$ cat src/rtl/fir_ntap_avg_pipe.sv
`timescale 1ns/1ps
`default_nettype none
// +----------------------------------------------------------------------------+
// | Module   : fir_ntap_avg_pipe                                               |
// | Brief    : N-tap moving-sum / moving-average FIR with sample-enabled delay |
// |            line, registered pairwise adder tree and window-fill tracking.  |
// | Revision : 1.0                                                             |
// +----------------------------------------------------------------------------+
module fir_ntap_avg_pipe #(
  parameter int W      = 4,
  parameter int TAPS   = 4,
  parameter int SIGNED = 0
) (
  input  logic                         clk,
  input  logic                         reset,
  input  logic                         in_valid,
  input  logic [W-1:0]                 a,
  input  logic                         avg_mode,
  input  logic                         flush,
  output logic [W+$clog2(TAPS)-1:0]    s,
  output logic                         out_valid
);

  localparam int LOG2T = $clog2(TAPS);
  localparam int SW    = W + LOG2T;
  localparam int CW    = $clog2(TAPS + 1);
  localparam int NODES = 2 * TAPS - 1;

  logic [W-1:0]  r_taps [TAPS];
  logic [CW-1:0] r_cnt;
  logic          r_tag_v [LOG2T];
  logic          r_tag_m [LOG2T];
  logic [SW-1:0] r_s;
  logic          r_out_valid;

  // Heap-indexed tree: node n has children 2n+1 and 2n+2, leaves are the taps.
  // The root (node 0) is not stored; it feeds the output register directly.
  logic [SW-1:0] w_node [1:NODES-1];
  logic [SW-1:0] w_sum;
  logic [SW-1:0] w_avg;
  logic [SW-1:0] w_result;
  logic          w_full_next;

  assign w_full_next = (r_cnt >= CW'(TAPS - 1));

  always_ff @(posedge clk or posedge reset) begin
    if (reset) begin
      for (int i = 0; i < TAPS; i++) r_taps[i] <= '0;
      r_cnt <= '0;
    end else if (flush) begin
      for (int i = 0; i < TAPS; i++) r_taps[i] <= '0;
      r_cnt <= '0;
    end else if (in_valid) begin
      r_taps[0] <= a;
      for (int i = 1; i < TAPS; i++) r_taps[i] <= r_taps[i-1];
      if (r_cnt != CW'(TAPS)) r_cnt <= r_cnt + CW'(1);
    end
  end

  for (genvar i = 0; i < TAPS; i++) begin : g_leaf
    if (SIGNED != 0) begin : g_sext
      assign w_node[TAPS-1+i] = {{LOG2T{r_taps[i][W-1]}}, r_taps[i]};
    end else begin : g_zext
      assign w_node[TAPS-1+i] = {{LOG2T{1'b0}}, r_taps[i]};
    end
  end

  for (genvar n = 1; n < TAPS - 1; n++) begin : g_node
    logic [SW-1:0] r_q;
    always_ff @(posedge clk or posedge reset) begin
      if (reset) begin
        r_q <= '0;
      end else if (flush) begin
        r_q <= '0;
      end else begin
        r_q <= w_node[2*n+1] + w_node[2*n+2];
      end
    end
    assign w_node[n] = r_q;
  end

  assign w_sum = w_node[1] + w_node[2];

  if (SIGNED != 0) begin : g_ashr
    assign w_avg = $signed(w_sum) >>> LOG2T;
  end else begin : g_lshr
    assign w_avg = w_sum >> LOG2T;
  end

  assign w_result = r_tag_m[LOG2T-1] ? w_avg : w_sum;

  // Tags travel alongside the tree so each result carries its own mode and validity.
  always_ff @(posedge clk or posedge reset) begin
    if (reset) begin
      for (int i = 0; i < LOG2T; i++) begin
        r_tag_v[i] <= 1'b0;
        r_tag_m[i] <= 1'b0;
      end
      r_out_valid <= 1'b0;
      r_s         <= '0;
    end else if (flush) begin
      for (int i = 0; i < LOG2T; i++) begin
        r_tag_v[i] <= 1'b0;
        r_tag_m[i] <= 1'b0;
      end
      r_out_valid <= 1'b0;
    end else begin
      r_tag_v[0] <= in_valid & w_full_next;
      r_tag_m[0] <= avg_mode;
      for (int i = 1; i < LOG2T; i++) begin
        r_tag_v[i] <= r_tag_v[i-1];
        r_tag_m[i] <= r_tag_m[i-1];
      end
      r_out_valid <= r_tag_v[LOG2T-1];
      if (r_tag_v[LOG2T-1]) r_s <= w_result;
    end
  end

  assign s         = r_s;
  assign out_valid = r_out_valid;

endmodule
`default_nettype wire

$ cat config.mk
export PLATFORM = sky130hd
export DESIGN_NAME = fir_ntap_avg_pipe
export DESIGN_NICKNAME = d
export VERILOG_FILES = /design/src/rtl/fir_ntap_avg_pipe.sv
export SDC_FILE = /design/constraint.sdc
export NUM_CORES = 1
export LEC_CHECK = 0
export CAP_MARGIN = 10
export CORE_MARGIN = 2
export CORE_UTILIZATION = 52
export CTS_BUF_LIST = sky130_fd_sc_hd__clkbuf_16
export CTS_CLUSTER_DIAMETER = 80
export DETAILED_ROUTE_END_ITERATION = 6
export PLACE_DENSITY_LB_ADDON = 0.25
export SLEW_MARGIN = 20
export SYNTH_ARGS = -nofsm -noshare
export SYNTH_HDL_FRONTEND = slang
export SYNTH_SLANG_ARGS = --single-unit
$ cat constraint.sdc
create_clock -name clk -period 1.8 [get_ports clk]
set_clock_uncertainty 0.2 [all_clocks]
set_input_delay 0.36 -clock clk [delete_from_list [all_inputs] [get_ports clk]]
set_output_delay 0.36 -clock clk [all_outputs]
set_load 0.1 [all_outputs]
==> impl_metrics.tcl, run 1 <==
set metrics [dict create \
    synth_top_area_share 0.494 \
    grt_pass1_vias 1468 \
    layout.nets 236 \
    power_uw 1990 \
    clk_pin_slew_ns 0.05 \
    chipWidth_um 66.5 \
    max-cap-violations 0 \
    crit_top_cell "o21a_1" \
    coreArea_um2 3720 \
    portBuffers 15 \
    drt_iter0_markers 86 \
    start_util 0.546 \
    status "complete, no violations" \
    via_count 1354 \
    post-route-min-period_ns 1.80 \
    final-setup-viol-count 0 \
    p_leak_uw 0.00122 \
    fill_cells 287 \
    powerDensity_nw_per_um2 790 \
    clockRootBuffer "clkbuf_16" \
    layout_common_cells "dfrtp_1 (40), nor2_1 (24), mux2i_1 (17)" \
    antenna_found_initial 0 \
    rrSetupSlack_ns 0.002 \
    routabilityCongestion 0.827 \
    synthTopCellsByArea "dfrtp_1 (49%), ha_1 (9.9%), mux2i_1 (8.4%)" \
    cts_sinks 40 \
    rsz0062_at_grt "true" \
    die_h_um 66.5 \
    grt_pass1_wl_mm 6.01 \
    ys_seq_area_frac 0.494 \
    path_cells "ha_2 > inv_2 > fa_2 > nor2b_1 > o21a_1 > o21a_1 > o41ai_2" \
    ant_nets 0 \
    avgSynthCellArea_um2 10.8 \
    hold_class "primary input to asynchronous set/reset pin" \
    yosys.cell_types.count 32 \
    viasPerCell 5.29 \
    io_pins 16 \
    crit_required_ns 1.77 \
    min_period_over_period 0.999 \
    ys_ff_latch 40 \
    final_layout_size_suffix_gt1_frac 0.154 \
    ctsHoldBuffers 0 \
    critPathMaxStageDelay_ns 0.36 \
    cts_tree "built" \
    crit_buf_inv 1 \
    slew_headroom 0.765 \
    synthCells 187 \
    cp-start-kind "flip-flop" \
    area_growth_pct 24.4 \
    grt_use_total 0.184 \
    clk_latency_ns 0.27 \
    drc 0 \
    maxSlewViolCount 0 \
    critPathCaptureType "flip-flop" \
    final.setup.tns_ns 0 \
    cpLargestDelayFamily "compound AO/OA/AOI/OAI gates" \
    worstPathMaxFanout 4 \
    hold_violations 0 \
    grt_max_degree 41 \
    grt-ovfl-total 0 \
    wl_per_cell_um 13.3 \
    die_area_um2 4420 \
    worst-setup-path-type "flip-flop to flip-flop" \
    synthArstFlopShare 1.00 \
    crit_slowest_cell "dfrtp_1" \
    yosysTopAreaCell "dfrtp_1" \
    cts_buffer_depth 2 \
    dp_hpwl_mm 2.43 \
    ys_warn_count 0 \
    drt_pass1_iterations 4 \
    syn-cell-area_um2 2030 \
    synth-edff-count 0 \
    holdWs_ns 0.248 \
    drt-total-wl_mm 3.42 \
    synth_flop_cell "dfrtp_1" \
    cts_max_level 2 \
    synth_fp_nets 215 \
    cts_buffers 5 \
    ir_drop_v 0.000601 \
    post-route-util 0.679 \
    final_common_cell "dfrtp_1" \
    worst_pin_slew_ns 0.352 \
    critPathArrivalTime_ns 1.77 \
    antenna_cells 0 \
    rows 22 \
    max_freq_mhz 556 \
]
-- repair_timing --
item / CTS / global route
resized for setup: 5 / 4
endpoints found under the setup margin: 3 / 6
pin swaps: 3 / 5
buffers inserted: 1 / 1
-- sequential cells by signal, indices dropped and copies added, names as in the netlist --
| signal | flops |
|---|---|
| g_node.r_q | 10 |
| out_valid | 1 |
| r_cnt | 3 |
| r_tag_m | 2 |
| r_tag_v | 2 |
| r_taps | 16 |
| s | 6 |
-- report_power, final --
group / total (uW) / switching [uW] / internal (uW)
logic: 230 / 129 / 101
registers: 959 / 28.6 / 930
clock network: 805 / 308 / 497
total: 1990 / 465 / 1530
-- kinds of logic after synthesis --
group	count (synthesis)	synth area share
buffers and inverters	25	0.0537
muxes	17	0.0839
adders and majority gates	19	0.128
AOI/OAI and AO/OA	27	0.0870
DFF	40	0.494
xor gates and xnor gates	5	0.0216
and+or+nand+nor	54	0.132
-- synth_stat cells, types with 2 or more instances --
cell       n
dfrtp_1   40
nor2_1    24
mux2i_1   17
ha_1      16
inv_1     16
nor2b_1   11
a21oi_1    9
o21ai_0    7
nor3_1     6
nand2_1    5
clkbuf_1   4
a21o_1     3
fa_1       3
xor2_1     3
buf_2      2
nand2b_1   2
nand3_1    2
o21a_1     2
xnor2_1    2
-- worst min-delay path, stage by stage --
cell and delay, ns:
clkdlybuf4s50_1 0.40, inv_1 0.09, buf_12 0.23
-- through the flow --
stage,worst slack (ns),cell area (um2),std cells
floorplan,0.0642,2030,187
global placement,0.0217,2330,247
detailed placement,-0.0373,2330,247
CTS,0.00757,2490,255
global route,-0.0735,2520,256
finish,0.00220,2520,256
-- layout make-up --
type	instances	area, um2	area share
Clock inverter	2	8.76	0.00347
Sequential cell	40	1000	0.397
Timing Repair Buffer	22	298	0.118
Clock buffer	5	125	0.0496
Multi-Input combinational cell	122	965	0.382
Tap cell	48	60.1	0.0238
Inverter	17	65.1	0.0258
-- metal layers --
| layer | track usage | share of wire | vias up |
|---|---|---|---|
| li1 | - | - | 663 |
| met1 | 0.188 | 0.40 | 664 |
| met2 | 0.336 | 0.55 | 21 |
| met3 | 0.0557 | 0.034 | 6 |
| met4 | 0.0893 | 0.016 | 0 |
| met5 | 0 | 0 | - |
-- worst paths after layout --
path / startpoint / end / cells after the start
worst max-delay path: g_node[1].r_q[0] / s[4] / 7
worst min-delay path: reset / r_tag_m[0] / 3
worst max register to register: g_node[1].r_q[0] / s[4] / 7
worst min register to register: r_tag_m[1] / r_tag_m[0] / 1
max in group asynchronous: reset / r_taps[5] / 3
min in group clk: r_tag_m[1] / r_tag_m[0] / 1
Note: power is estimated with default switching activity, not from simulation.
==> run 2, diff against run 1 <==
--- a/config.mk
+++ b/config.mk
@@ -7,11 +7,13 @@
 export LEC_CHECK = 0
 export CAP_MARGIN = 10
 export CORE_MARGIN = 2
-export CORE_UTILIZATION = 52
+export CORE_UTILIZATION = 55
 export CTS_BUF_LIST = sky130_fd_sc_hd__clkbuf_16
 export CTS_CLUSTER_DIAMETER = 80
 export DETAILED_ROUTE_END_ITERATION = 6
+export DONT_BUFFER_PORTS = 1
 export PLACE_DENSITY_LB_ADDON = 0.25
+export RECOVER_POWER = 25
 export SLEW_MARGIN = 20
 export SYNTH_ARGS = -nofsm -noshare
 export SYNTH_HDL_FRONTEND = slang
==> run 2 against run 1 <==
  * The run now ends with negative setup slack left
  * Power decreased by 2.4%
  * Non-clock buffer count decreased by 4
  * Maximum frequency decreased by 3.0%
  * Global-route usage increased by 0.19 points
  * First-iteration DRC count decreased by 34%
  * Final cell count decreased by 1.2%
  * Sequential power decreased by 0.5%
  * Critical path type unchanged
==> impl_metrics.tcl, run 2 (same netlist as run 1, synthesis figures left out) <==
set metrics [dict create \
    worstPathMaxFanout 2 \
    clk_latency_ns 0.28 \
    final.setup.tns_ns -0.123 \
    ant_nets 0 \
    drt-total-wl_mm 3.31 \
    stdcell_count 253 \
    worst_pin_slew_ns 0.984 \
    cts_buffers 5 \
    crit_required_ns 1.76 \
    post-route-min-period_ns 1.85 \
    drt_iter0_markers 57 \
    dp.cells 235 \
    final_layout_size_suffix_gt1_frac 0.132 \
    die_h_um 64.7 \
    ir_drop_v 0.000457 \
    pre_cts_ws_ns -0.0426 \
    layout.nets 232 \
    fin_ws_ns -0.0527 \
    coreArea_um2 3610 \
    start_util 0.562 \
    routabilityCongestion 0.775 \
    powerDensity_nw_per_um2 824 \
    crit_slowest_cell "dfrtp_1" \
    area_growth_pct 16.5 \
    antenna_found_initial 0 \
    wl_per_cell_um 13.1 \
    die_area_um2 4190 \
    dpl-instance-area_um2 2100 \
    grt-ovfl-total 0 \
    via_count 1300 \
    p_leak_uw 0.00120 \
    chipWidth_um 64.7 \
    rows 22 \
    drt_pass1_iterations 4 \
    rsz0062_at_grt "true" \
    holdWs_ns 0.00971 \
    crit_buf_inv 3 \
    hold_violations 0 \
    critPathArrivalTime_ns 1.81 \
    fill_cells 269 \
    final_cell_area_um2 2360 \
    io_pins 16 \
    final_common_cell "dfrtp_1" \
    hold_class "primary input to flip-flop" \
    cts_tree "built" \
    critPathCaptureType "flip-flop" \
    grt_pass1_vias 1349 \
    critPathMaxStageDelay_ns 0.34 \
    largest_reg_flops 16 \
    cp-start-kind "flip-flop" \
    viasPerCell 5.14 \
    cpLargestDelayFamily "adder cells" \
    clockRootBuffer "clkbuf_16" \
    cts_sinks 40 \
    grt_max_degree 41 \
    grt_pass1_wl_mm 5.78 \
    drc 0 \
    violations "negative setup slack" \
    portBuffers 0 \
    dp_hpwl_mm 2.17 \
    path_cells "ha_2 > inv_2 > fa_2 > buf_4 > buf_6 > xnor2_2 > a22oi_1 > nand3_1" \
    cts_max_level 2 \
    slew_headroom 0.344 \
    worst-setup-path-type "flip-flop to flip-flop" \
    antenna_cells 0 \
    max_freq_mhz 540 \
    status "finished, violations left" \
    cts_buffer_depth 2 \
    max-cap-violations 0 \
    maxSlewViolCount 0 \
    min_period_over_period 1.03 \
    largest-register "r_taps" \
    grt_use_total 0.185 \
    clk_pin_slew_ns 0.05 \
    layout_common_cells "dfrtp_1 (40), nor2_1 (24), mux2i_1 (17), inv_1 (17), ha_1 (15)" \
    final-setup-viol-count 3 \
]
## run 2: cell types whose count changed in the layout (fill, tap and decap cells not counted), moves of 4 or more
| cell | delta |
|---|---|
| buf_4 | +4 |
| buf_12 | -9 |
| clkdlybuf4s50_1 | -8 |
| dlygate4sd3_1 | +6 |
## run 2: timing repair
item / CTS / global route
hold buffers: 7 / 0
endpoints found under the hold margin: 73 / 0
pin swaps: 5 / 7
endpoints found under the setup margin: 2 / 33
buffers inserted: 1 / 2
resized for setup: 3 / 6
## run 2: worst reg2reg max path, stage by stage (launching register included)
cell     delay, ns
dfrtp_1       0.34
ha_2          0.19
inv_2         0.04
fa_2          0.33
buf_4         0.14
buf_6         0.11
xnor2_2       0.13
a22oi_1       0.16
nand3_1       0.09
## run 2: path summary, 6_finish.rpt
path	from	end	slack [ns]	cells after the start
max in group asynchronous	reset	r_taps[8]	0.26	3
setup / recovery	g_node[1].r_q[0]	s[2]	-0.05	8
hold reg to reg	s[5]	s[5]	0.29	2
setup reg to reg	g_node[1].r_q[0]	s[2]	-0.05	8
min in group asynchronous	reset	r_tag_m[0]	0.60	3
hold / removal	in_valid	r_tag_v[1]	0.01	2
## run 2: final cells by class
type                       instances  area [um2]  share of cell area
timing repair buffer              18         156              0.0662
tap                               48        60.1              0.0254
clock buffer                       5         125              0.0530
inverter                          17        65.1              0.0275
sequential                        40        1000               0.424
clock inverter                     3        11.3             0.00477
multi-input combinational        122         943               0.399
## run 2: layer usage
layer / up-vias / global-route usage / part of all wire
li1: 652 / - / -
met1: 625 / 0.194 / 0.42
met2: 17 / 0.334 / 0.53
met4: 0 / 0.0878 / 0.020
met5: - / 0 / 0
met3: 6 / 0.0590 / 0.031
## run 2: where the power goes
| group | internal [uW] | switching (uW) |
|---|---|---|
| Clock | 497 | 312 |
| Combinational | 68.7 | 114 |
| Sequential | 931 | 23.6 |
| Total | 1500 | 450 |
## run 2: through the flow
stage | total power, uW | util
global placement | 1130 | 0.584
CTS | 1970 | 0.644
finish | 1950 | 0.655
detailed placement | 1140 | 0.584
global route | 2050 | 0.655
floorplan | 1120 | -
